File: config.mk
export PLATFORM = sky130hd
export DESIGN_NAME = key_entry_unit
export DESIGN_NICKNAME = d
export VERILOG_FILES = /design/src/rtl/key_entry_unit.sv
export SDC_FILE = /design/constraint.sdc
export NUM_CORES = 1
export LEC_CHECK = 0
export CORE_UTILIZATION = 45
export CTS_BUF_LIST = sky130_fd_sc_hd__clkbuf_16
export CTS_CLUSTER_DIAMETER = 30
export DETAILED_ROUTE_END_ITERATION = 6
export DONT_BUFFER_PORTS = 1
export GPL_ROUTABILITY_DRIVEN = 0
export GPL_TIMING_DRIVEN = 0
export SYNTH_ARGS = -nofsm -noshare
export SYNTH_HDL_FRONTEND = slang
export SYNTH_SLANG_ARGS = --single-unit
File: constraint.sdc
create_clock -name clk -period 5.7 [get_ports clk]
set_input_delay 1.425 -clock clk [delete_from_list [all_inputs] [get_ports clk]]
set_output_delay 1.425 -clock clk [all_outputs]
set_load 0.02 [all_outputs]
File: src/rtl/key_entry_unit.sv
// key_entry_unit: debounced one-hot keypad front end building a BCD operand and issuing command events.
// Optional auto-repeat of held digit keys is enabled by defining KEY_ENTRY_REPEAT_EN.
module key_entry_unit #(
    parameter int NUM_KEYS      = 12,
    parameter int DIGITS        = 4,
    parameter int DEBOUNCE      = 4,
    parameter int REPEAT_DELAY  = 64,
    parameter int REPEAT_PERIOD = 16
) (
    input  logic                  clk,
    input  logic                  rst,
    input  logic [NUM_KEYS-1:0]   sw,
    input  logic                  clr,
    output logic                  key_valid,
    input  logic                  key_ready,
    output logic [3:0]            key_code,
    output logic [4*DIGITS-1:0]   key_operand,
    output logic [3:0]            key_ndigits,
    output logic [4*DIGITS-1:0]   operand,
    output logic [3:0]            digit_count,
    output logic                  overflow
);
    localparam int W  = 4 * DIGITS;
    localparam int CW = $clog2(DEBOUNCE + 1);

    typedef enum logic [1:0] {IDLE, PRESS_WAIT, HELD, RELEASE_WAIT} state_t;

    state_t                state_q, state_d;
    logic [NUM_KEYS-1:0]   s1_q, s_q;
    logic [CW-1:0]         cnt_q, cnt_d;
    logic [3:0]            cand_q, cand_d, code;
    logic                  idle, one, fire, ev, xfer, digit;
    logic [W-1:0]          operand_q, operand_d, key_operand_q, key_operand_d;
    logic [3:0]            digit_count_q, digit_count_d, key_code_q, key_code_d;
    logic [3:0]            key_ndigits_q, key_ndigits_d;
    logic                  overflow_q, overflow_d, key_valid_q, key_valid_d;

    assign idle = s_q == '0;
    assign one  = $onehot(s_q);

    always_comb begin
        code = 4'd0;
        for (int i = 0; i < NUM_KEYS; i++)
            if (s_q[i]) code = 4'(NUM_KEYS - 1 - i);
    end

    always_comb begin
        state_d = state_q;
        cnt_d   = cnt_q;
        cand_d  = cand_q;
        fire    = 1'b0;
        case (state_q)
            IDLE: if (one) begin
                state_d = PRESS_WAIT;
                cand_d  = code;
                cnt_d   = CW'(1);
            end
            PRESS_WAIT: if (!one) state_d = IDLE;
            else if (code != cand_q) begin
                cand_d = code;
                cnt_d  = CW'(1);
            end else if (cnt_q >= CW'(DEBOUNCE)) begin
                state_d = HELD;
                fire    = 1'b1;
            end else cnt_d = cnt_q + 1'b1;
            HELD: if (idle) begin
                state_d = RELEASE_WAIT;
                cnt_d   = CW'(1);
            end
            RELEASE_WAIT: if (!idle) state_d = HELD;
            else if (cnt_q >= CW'(DEBOUNCE)) state_d = IDLE;
            else cnt_d = cnt_q + 1'b1;
            default: state_d = IDLE;
        endcase
    end

`ifdef KEY_ENTRY_REPEAT_EN
    localparam int RW = $clog2(REPEAT_DELAY + REPEAT_PERIOD + 1);
    logic [RW-1:0] rep_q, rep_d;
    logic          first_q, first_d, rep_fire;

    // Timer only advances while held on a digit, so RELEASE_WAIT freezes it.
    always_comb begin
        rep_d    = rep_q;
        first_d  = first_q;
        rep_fire = 1'b0;
        if (fire) begin
            rep_d   = '0;
            first_d = 1'b1;
        end else if (state_q == HELD && !idle && cand_q < 4'd10) begin
            if (rep_q + 1'b1 == (first_q ? RW'(REPEAT_DELAY) : RW'(REPEAT_PERIOD))) begin
                rep_fire = 1'b1;
                rep_d    = '0;
                first_d  = 1'b0;
            end else rep_d = rep_q + 1'b1;
        end
    end

    always_ff @(posedge clk or posedge rst)
        if (rst) begin
            rep_q   <= '0;
            first_q <= 1'b0;
        end else begin
            rep_q   <= rep_d;
            first_q <= first_d;
        end

    assign ev = fire | rep_fire;
`else
    assign ev = fire;
`endif

    assign xfer  = key_valid_q && key_ready;
    assign digit = cand_q < 4'd10;

    always_comb begin
        operand_d     = operand_q;
        digit_count_d = digit_count_q;
        overflow_d    = overflow_q;
        key_valid_d   = key_valid_q && !xfer;
        key_code_d    = key_code_q;
        key_operand_d = key_operand_q;
        key_ndigits_d = key_ndigits_q;
        if (ev && digit) begin
            if (digit_count_q < 4'(DIGITS)) begin
                operand_d     = (operand_q << 4) | W'(cand_q);
                digit_count_d = digit_count_q + 4'd1;
            end else overflow_d = 1'b1;
        end
        // A command may load in the same edge that retires the previous one.
        if (ev && !digit) begin
            if (!key_valid_q || xfer) begin
                key_valid_d   = 1'b1;
                key_code_d    = cand_q;
                key_operand_d = clr ? '0 : operand_q;
                key_ndigits_d = clr ? 4'd0 : digit_count_q;
                operand_d     = '0;
                digit_count_d = 4'd0;
            end else overflow_d = 1'b1;
        end
        if (clr) begin
            operand_d     = '0;
            digit_count_d = 4'd0;
            overflow_d    = 1'b0;
        end
    end

    always_ff @(posedge clk or posedge rst)
        if (rst) begin
            s1_q          <= '0;
            s_q           <= '0;
            state_q       <= IDLE;
            cnt_q         <= '0;
            cand_q        <= 4'd0;
            operand_q     <= '0;
            digit_count_q <= 4'd0;
            overflow_q    <= 1'b0;
            key_valid_q   <= 1'b0;
            key_code_q    <= 4'd0;
            key_operand_q <= '0;
            key_ndigits_q <= 4'd0;
        end else begin
            s1_q          <= sw;
            s_q           <= s1_q;
            state_q       <= state_d;
            cnt_q         <= cnt_d;
            cand_q        <= cand_d;
            operand_q     <= operand_d;
            digit_count_q <= digit_count_d;
            overflow_q    <= overflow_d;
            key_valid_q   <= key_valid_d;
            key_code_q    <= key_code_d;
            key_operand_q <= key_operand_d;
            key_ndigits_q <= key_ndigits_d;
        end

    assign key_valid   = key_valid_q;
    assign key_code    = key_code_q;
    assign key_operand = key_operand_q;
    assign key_ndigits = key_ndigits_q;
    assign operand     = operand_q;
    assign digit_count = digit_count_q;
    assign overflow    = overflow_q;
endmodule
# Word-level counts from Yosys, hierarchy flattened

Cells that the tools add are included.

Register bits after elaboration: 79
Input bits: 16
Output and inout port bits: 46
Logic and storage cells: 111

$add $sub $neg: 13
$lt $le $gt $ge: 3
Equality and inequality tests: 13
Multiplexer cells: 54
Bitwise gates (word level): 1
Reduce and logical (&&, ||, !) cells: 15

Operators by type and width:

| kind                | count |
|---|---|
| $mux 16             | 6 |
| $mux 4              | 21 |
| $mux 3              | 6 |
| $or 16x4->16        | 1 |
| $mux 2              | 7 |
| $add 1x1->2         | 6 |
| $logic_not 12->1    | 1 |
| $pmux 3 s4          | 1 |
| $mux 1              | 11 |
| $ne 2x2->1 const B  | 5 |
| $add 2x2->3         | 3 |
| $ne 3x3->1 const B  | 3 |
| $pmux 2 s4          | 1 |
| $pmux 4 s2          | 1 |
| $reduce_and 4->1    | 2 |
| $reduce_and 5->1    | 1 |
| $add 3x3->4         | 1 |
| $add 4x1->4 const B | 1 |
| $add 4x3->4         | 1 |
| $eq 2x2->1 const B  | 2 |
| $eq 4x1->1 const B  | 1 |
| $logic_and 1x1->1   | 4 |
| $lt 4x3->1 const B  | 1 |
| $lt 4x4->1 const B  | 1 |
| other kinds (9)     | 11 |

# Longest topological paths before layout

Word-level depth: 21
Depth in mapped cells: 18
Depth with buffers taken out: 15

# Worst setup path before layout

OpenSTA, ideal clock, no wires.

Kind: reg2reg
Start point: reg s_q[0]
End point: reg operand_q[10] (netlist: operand[10])
Library setup time: 0.077 ns
Data arrival time: 4.772 ns
Required time: 5.623 ns
Path slack: 0.851 ns
Stages on the path, launching flop included: 18
Buffers on the path: 2
Period minus slack after synthesis: 4.849 ns
Path through: dfrtp_1 -> fa_1 -> fa_1 -> inv_1 -> fa_1 -> fa_1 -> inv_1 -> ha_1 -> inv_1 -> fa_1 -> a211oi_1 -> mux2i_1 -> or2_2 -> buf_2 -> a2111oi_2 -> buf_2 -> nand3_1 -> a21oi_1

Longest elaborated chain between the ends: 21
Elaborated cells on any way between the ends: 27

RTL lines:

| element                | line | text |
|---|---|---|
| start, declared        | 29   | `logic [NUM_KEYS-1:0] s1_q, s_q;` |
| start signal, assigned | 164  | `s_q <= s1_q;` |
| $mux 4 (12 in series)  | 44   | `if (s_q[i]) code = 4'(NUM_KEYS - 1 - i);` |
| $ne 4x4->1             | 59   | `else if (code != cand_q) begin` |
| $mux 1                 | 59   |  |
| $mux 1 (*)             | 58   | `PRESS_WAIT: if (!one) state_d = IDLE;` |
| $mux 1 (*)             | 52   | `case (state_q)` |
| $logic_and 1x1->1      | 124  | `if (ev && digit) begin` |
| $mux 16                | 124  |  |
| $mux 16                | 132  | `if (!key_valid_q \|\| xfer) begin` |
| $mux 16 (*)            | 131  | `if (ev && !digit) begin` |
| $mux 16 (*)            | 141  | `if (clr) begin` |
| net operand_d[10]      | 33   | `logic [W-1:0] operand_q, operand_d, key_operand_q, key_operand_d;` |
| end signal, assigned   | 168  | `operand_q <= operand_d;` |
| end, declared          | 33   |  |

The timed path passes the listed nets; every way through them passes the cells marked *.
A chain may end at the register's enable or synchronous reset.

# Worst setup path in the final report

Start point: reg s_q[0]
End point: reg key_operand_q[9] (netlist: key_operand[9])

Longest elaborated chain between the ends: 18
Elaborated cells on any way between the ends: 23

RTL lines:

| element                               | line | text |
|---|---|---|
| $mux 4 (12 in series)                 | 44   |  |
| $ne 4x4->1                            | 59   |  |
| $mux 1                                | 59   |  |
| $mux 1 (*)                            | 58   |  |
| $mux 1 (*)                            | 52   |  |
| $logic_and 1x1->1 (*)                 | 131  |  |
| $reduce_and 2->1 (no source line) (*) | n/a  |  |
| end signal, assigned                  | 173  | `key_operand_q <= key_operand_d;` |
| end, declared                         | 33   |  |

Mark *: on every way between the ends. The rest lies on a longest branch, timed or not.

==> key figures <==
Route
  • Vias/cell: between 5 and 6
  • Antenna viol nets, final: 0
  • Drt initial violations: 150
  • DR WL/cell: about 17 um
  • Remaining DRCs: 0
  • Via count: 2377
  • Final WL: 7280 um
  • TritonRoute pass-1 iters: 4

Power
  • VDD IR max: 0.304 mV
  • Power density over cell area: around 360 nW/um^2
  • Pleak: 1.91 nW

Synth
  • Main area contributors after synthesis: dfrtp_1 (54%), mux2_4 (6.1%), nor2b_1 (4.1%), fa_1 (3.8%), a21oi_1 (3.3%)
  • Area leader, netlist: dfrtp_1
  • Synthesis Warnings: 0
  • EDFF count, synth: 0
  • Synth Register Bits: 79
  • Post-synthesis sequential area ratio: 0.540
  • Synth Net Count: between 300 and 400
  • Post-synth top cells: dfrtp_1 (79), inv_1 (25), a21oi_1 (24), nor2b_1 (24), o21ai_0 (21)
  • Post-synth top flop: dfrtp_1
  • Most frequent cell after synthesis: dfrtp_1
  • Cell Area, Synth: 3660 sq um
  • Synth Instances: ~320
  • Syn Area/Cell: ~12 sq um
  • Distinct cells, synth: roughly 50
  • Async set-or-reset flop fraction in the synthesized netlist: 1.00
  • Top cell type's share of synthesized area: 0.540

Die
  • DIE AREA: roughly 8500 sq um
  • Chip height: 92.2 um
  • Row cnt: 32
  • Core Area: about 7800 sq um
  • Die X: 92.2 um
  • I/O Pins: between 60 and 70
  • Starting Density: 0.469

Worst setup path
  • Critical Path Start Type: flop
  • Reg2reg path depth: 17
  • Critical path endpoint category: flop
  • WS Path Type: reg2reg
  • Critical Path RT: 5.91 ns
  • Crit path DAT: 5.30 ns
  • R2R Path Start: s_q[0]
  • Critical path fanouts, max: 10
  • CP startpoint: s_q[0]

Finish
  • Ant. Diodes: 0
  • FF/Latch Area: ~2000 sq um
  • Net count, final: 359
  • Area delta synth->final: 13.2%
  • Multi-input logic area: about 1500 sq um
  • Share of cells above drive strength 1: 0.166
  • Finished Cell Area: 4140 sq um
  • Filler instances: roughly 680

GRT
  • Number of global-route vias before repair: between 2000 and 2500
  • GRT Util Overall: 0.187
  • First-pass GRT wire length: 12200 um
  • GR Overflow Total: 0
  • Largest net degree at the start of global routing: 52
  • Initial antenna violation count: 0

Clock tree
  • Clock sink count: between 70 and 80
  • Skew-Pair Late Insertion Delay: 0.33 ns
  • Root Driver: clkbuf_16
  • TritonCTS clock tree: built
  • Depth of the CTS H-tree: 3
  • CTS Buffer Depth: 2
  • Clk slew on worst S/H paths: around 0.060 ns
  • Total CTS buffers: 9

Timing
  • Setup TNS: 0 ns
  • RSZ-0062 raised after global routing: false
  • Final worst-path cycle share: 0.894
  • Worst-Margin Slew: between 0.8 and 0.9 ns
  • Relative slew slack: 0.424
  • WHS: about 0.34 ns
  • Fin. Hold Viols: 0
  • Fin. max-slew vios: 0
  • Period minus WS final: 5.09 ns
  • F_max: 196 MHz
  • Worst-case clock skew: ~0.0085 ns
  • Final setup viols: 0
  • Final WS setup: 0.605 ns

Placement
  • Pre-CTS setup slack: roughly 0.36 ns
  • Area after DPL: 3820 sq um
  • DP HPWL: about 5100 um
  • Input/output buffers: 0

Run status
  • Status: complete, no violations

Hold path
  • Hold_sp: s1_q[5]
  • HP Class: reg2reg
  • Hold path depth: 0

Flow run
  • Max Cap Violations: 0
## area by class of cell
| type | instances | area share |
|---|---|---|
| Clock inverter | 6 | 0.0208 |
| Clock buffer | 9 | 0.0543 |
| Multi-Input combinational cell | 198 | 0.370 |
| Inverter | 25 | 0.0232 |
| Tap cell | 102 | 0.0308 |
| Timing Repair Buffer | 1 | 0.00664 |
| Buffer | 13 | 0.0169 |
| Sequential cell | 79 | 0.477 |
## worst max-delay path, stage by stage, from the launching register on
cell and delay [ns]:
dfrtp_1 0.41, fa_1 0.51, fa_1 0.51, inv_1 0.05
fa_1 0.49, fa_1 0.40, inv_1 0.07, ha_1 0.16
inv_1 0.06, fa_1 0.38, a211oi_1 0.18, mux2i_1 0.14
or2_2 0.28, buf_2 0.19, nor3_1 0.37, nand3_4 0.23
buf_6 0.24, mux2_4 0.31
## layer usage
metal	routed length (um)	share of wire	global-route usage
met5	0	0	0
met4	85	0.012	0.0638
met3	444	0.061	0.0456
met2	3230	0.44	0.272
met1	3510	0.48	0.271
## placed cells by master, fill, tap and decap left out, types with 4 or more instances in the layout
cell       instances
mux2_2             8
nand2_1            9
o21ai_0           21
ha_1               9
buf_2              5
fa_1               7
nand3_1           20
nor2b_1           24
clkbuf_1           6
mux2_4            15
clkbuf_16          9
nor4_1             5
dfrtp_1           79
nor2_1             8
nand2b_1           4
inv_1             24
a21oi_1           24
## timing repair
action / CTS / global route
endpoints found under the setup margin: 0 / 5
hold endpoints to repair: 0 / 0
buffers inserted: 0 / 0
hold buffers: 0 / 0
resized for setup: 0 / 1
## sequential cells by signal (all words and copies together) (netlist names)
signal and cells:
digit_count 4, key_operand 16, key_ndigits 4, key_valid 1, s_q 12, cand_q 4, operand 16, overflow 1
state_q 2, s1_q 12, key_code 4, cnt_q 3
## report_power, final
| part | internal, W | switching, W | total, W |
|---|---|---|---|
| combinational | 0.000104 | 0.000177 | 0.000280 |
| clock | 0.000380 | 0.000217 | 0.000597 |
| sequential | 0.000588 | 0.0000318 | 0.000620 |
## worst paths after layout
kind	endpoint	slack (ns)
max	key_operand[9]	0.61
min	s_q[5]	0.34
max reg2reg	key_operand[9]	0.61
min reg2reg	s_q[5]	0.34
max in group asynchronous	state_q[0]	4.18
min in group asynchronous	key_code[0]	0.96
## stage by stage
step | std cells | util | total power [W]
floorplan | 315 | - | 0.000835
global placement | 417 | 0.485 | 0.000892
detailed placement | 418 | 0.489 | 0.000908
CTS | 433 | 0.529 | 0.00151
global route | 433 | 0.531 | 0.00158
finish | 433 | 0.531 | 0.00150
## cells by family (layout without fill, tap and decap cells)
group | Yosys count | count (layout) | share of synthesized area
buffers and inverters | 38 | 54 | 0.0448
multiplexers | 24 | 24 | 0.0888
AO/OA/AOI/OAI | 67 | 67 | 0.114
AND/OR/NAND/NOR | 91 | 91 | 0.143
adder cells (fa/ha/maj) | 16 | 16 | 0.0690
flip-flops | 79 | 79 | 0.540
Power figures use the tool's default switching activity.
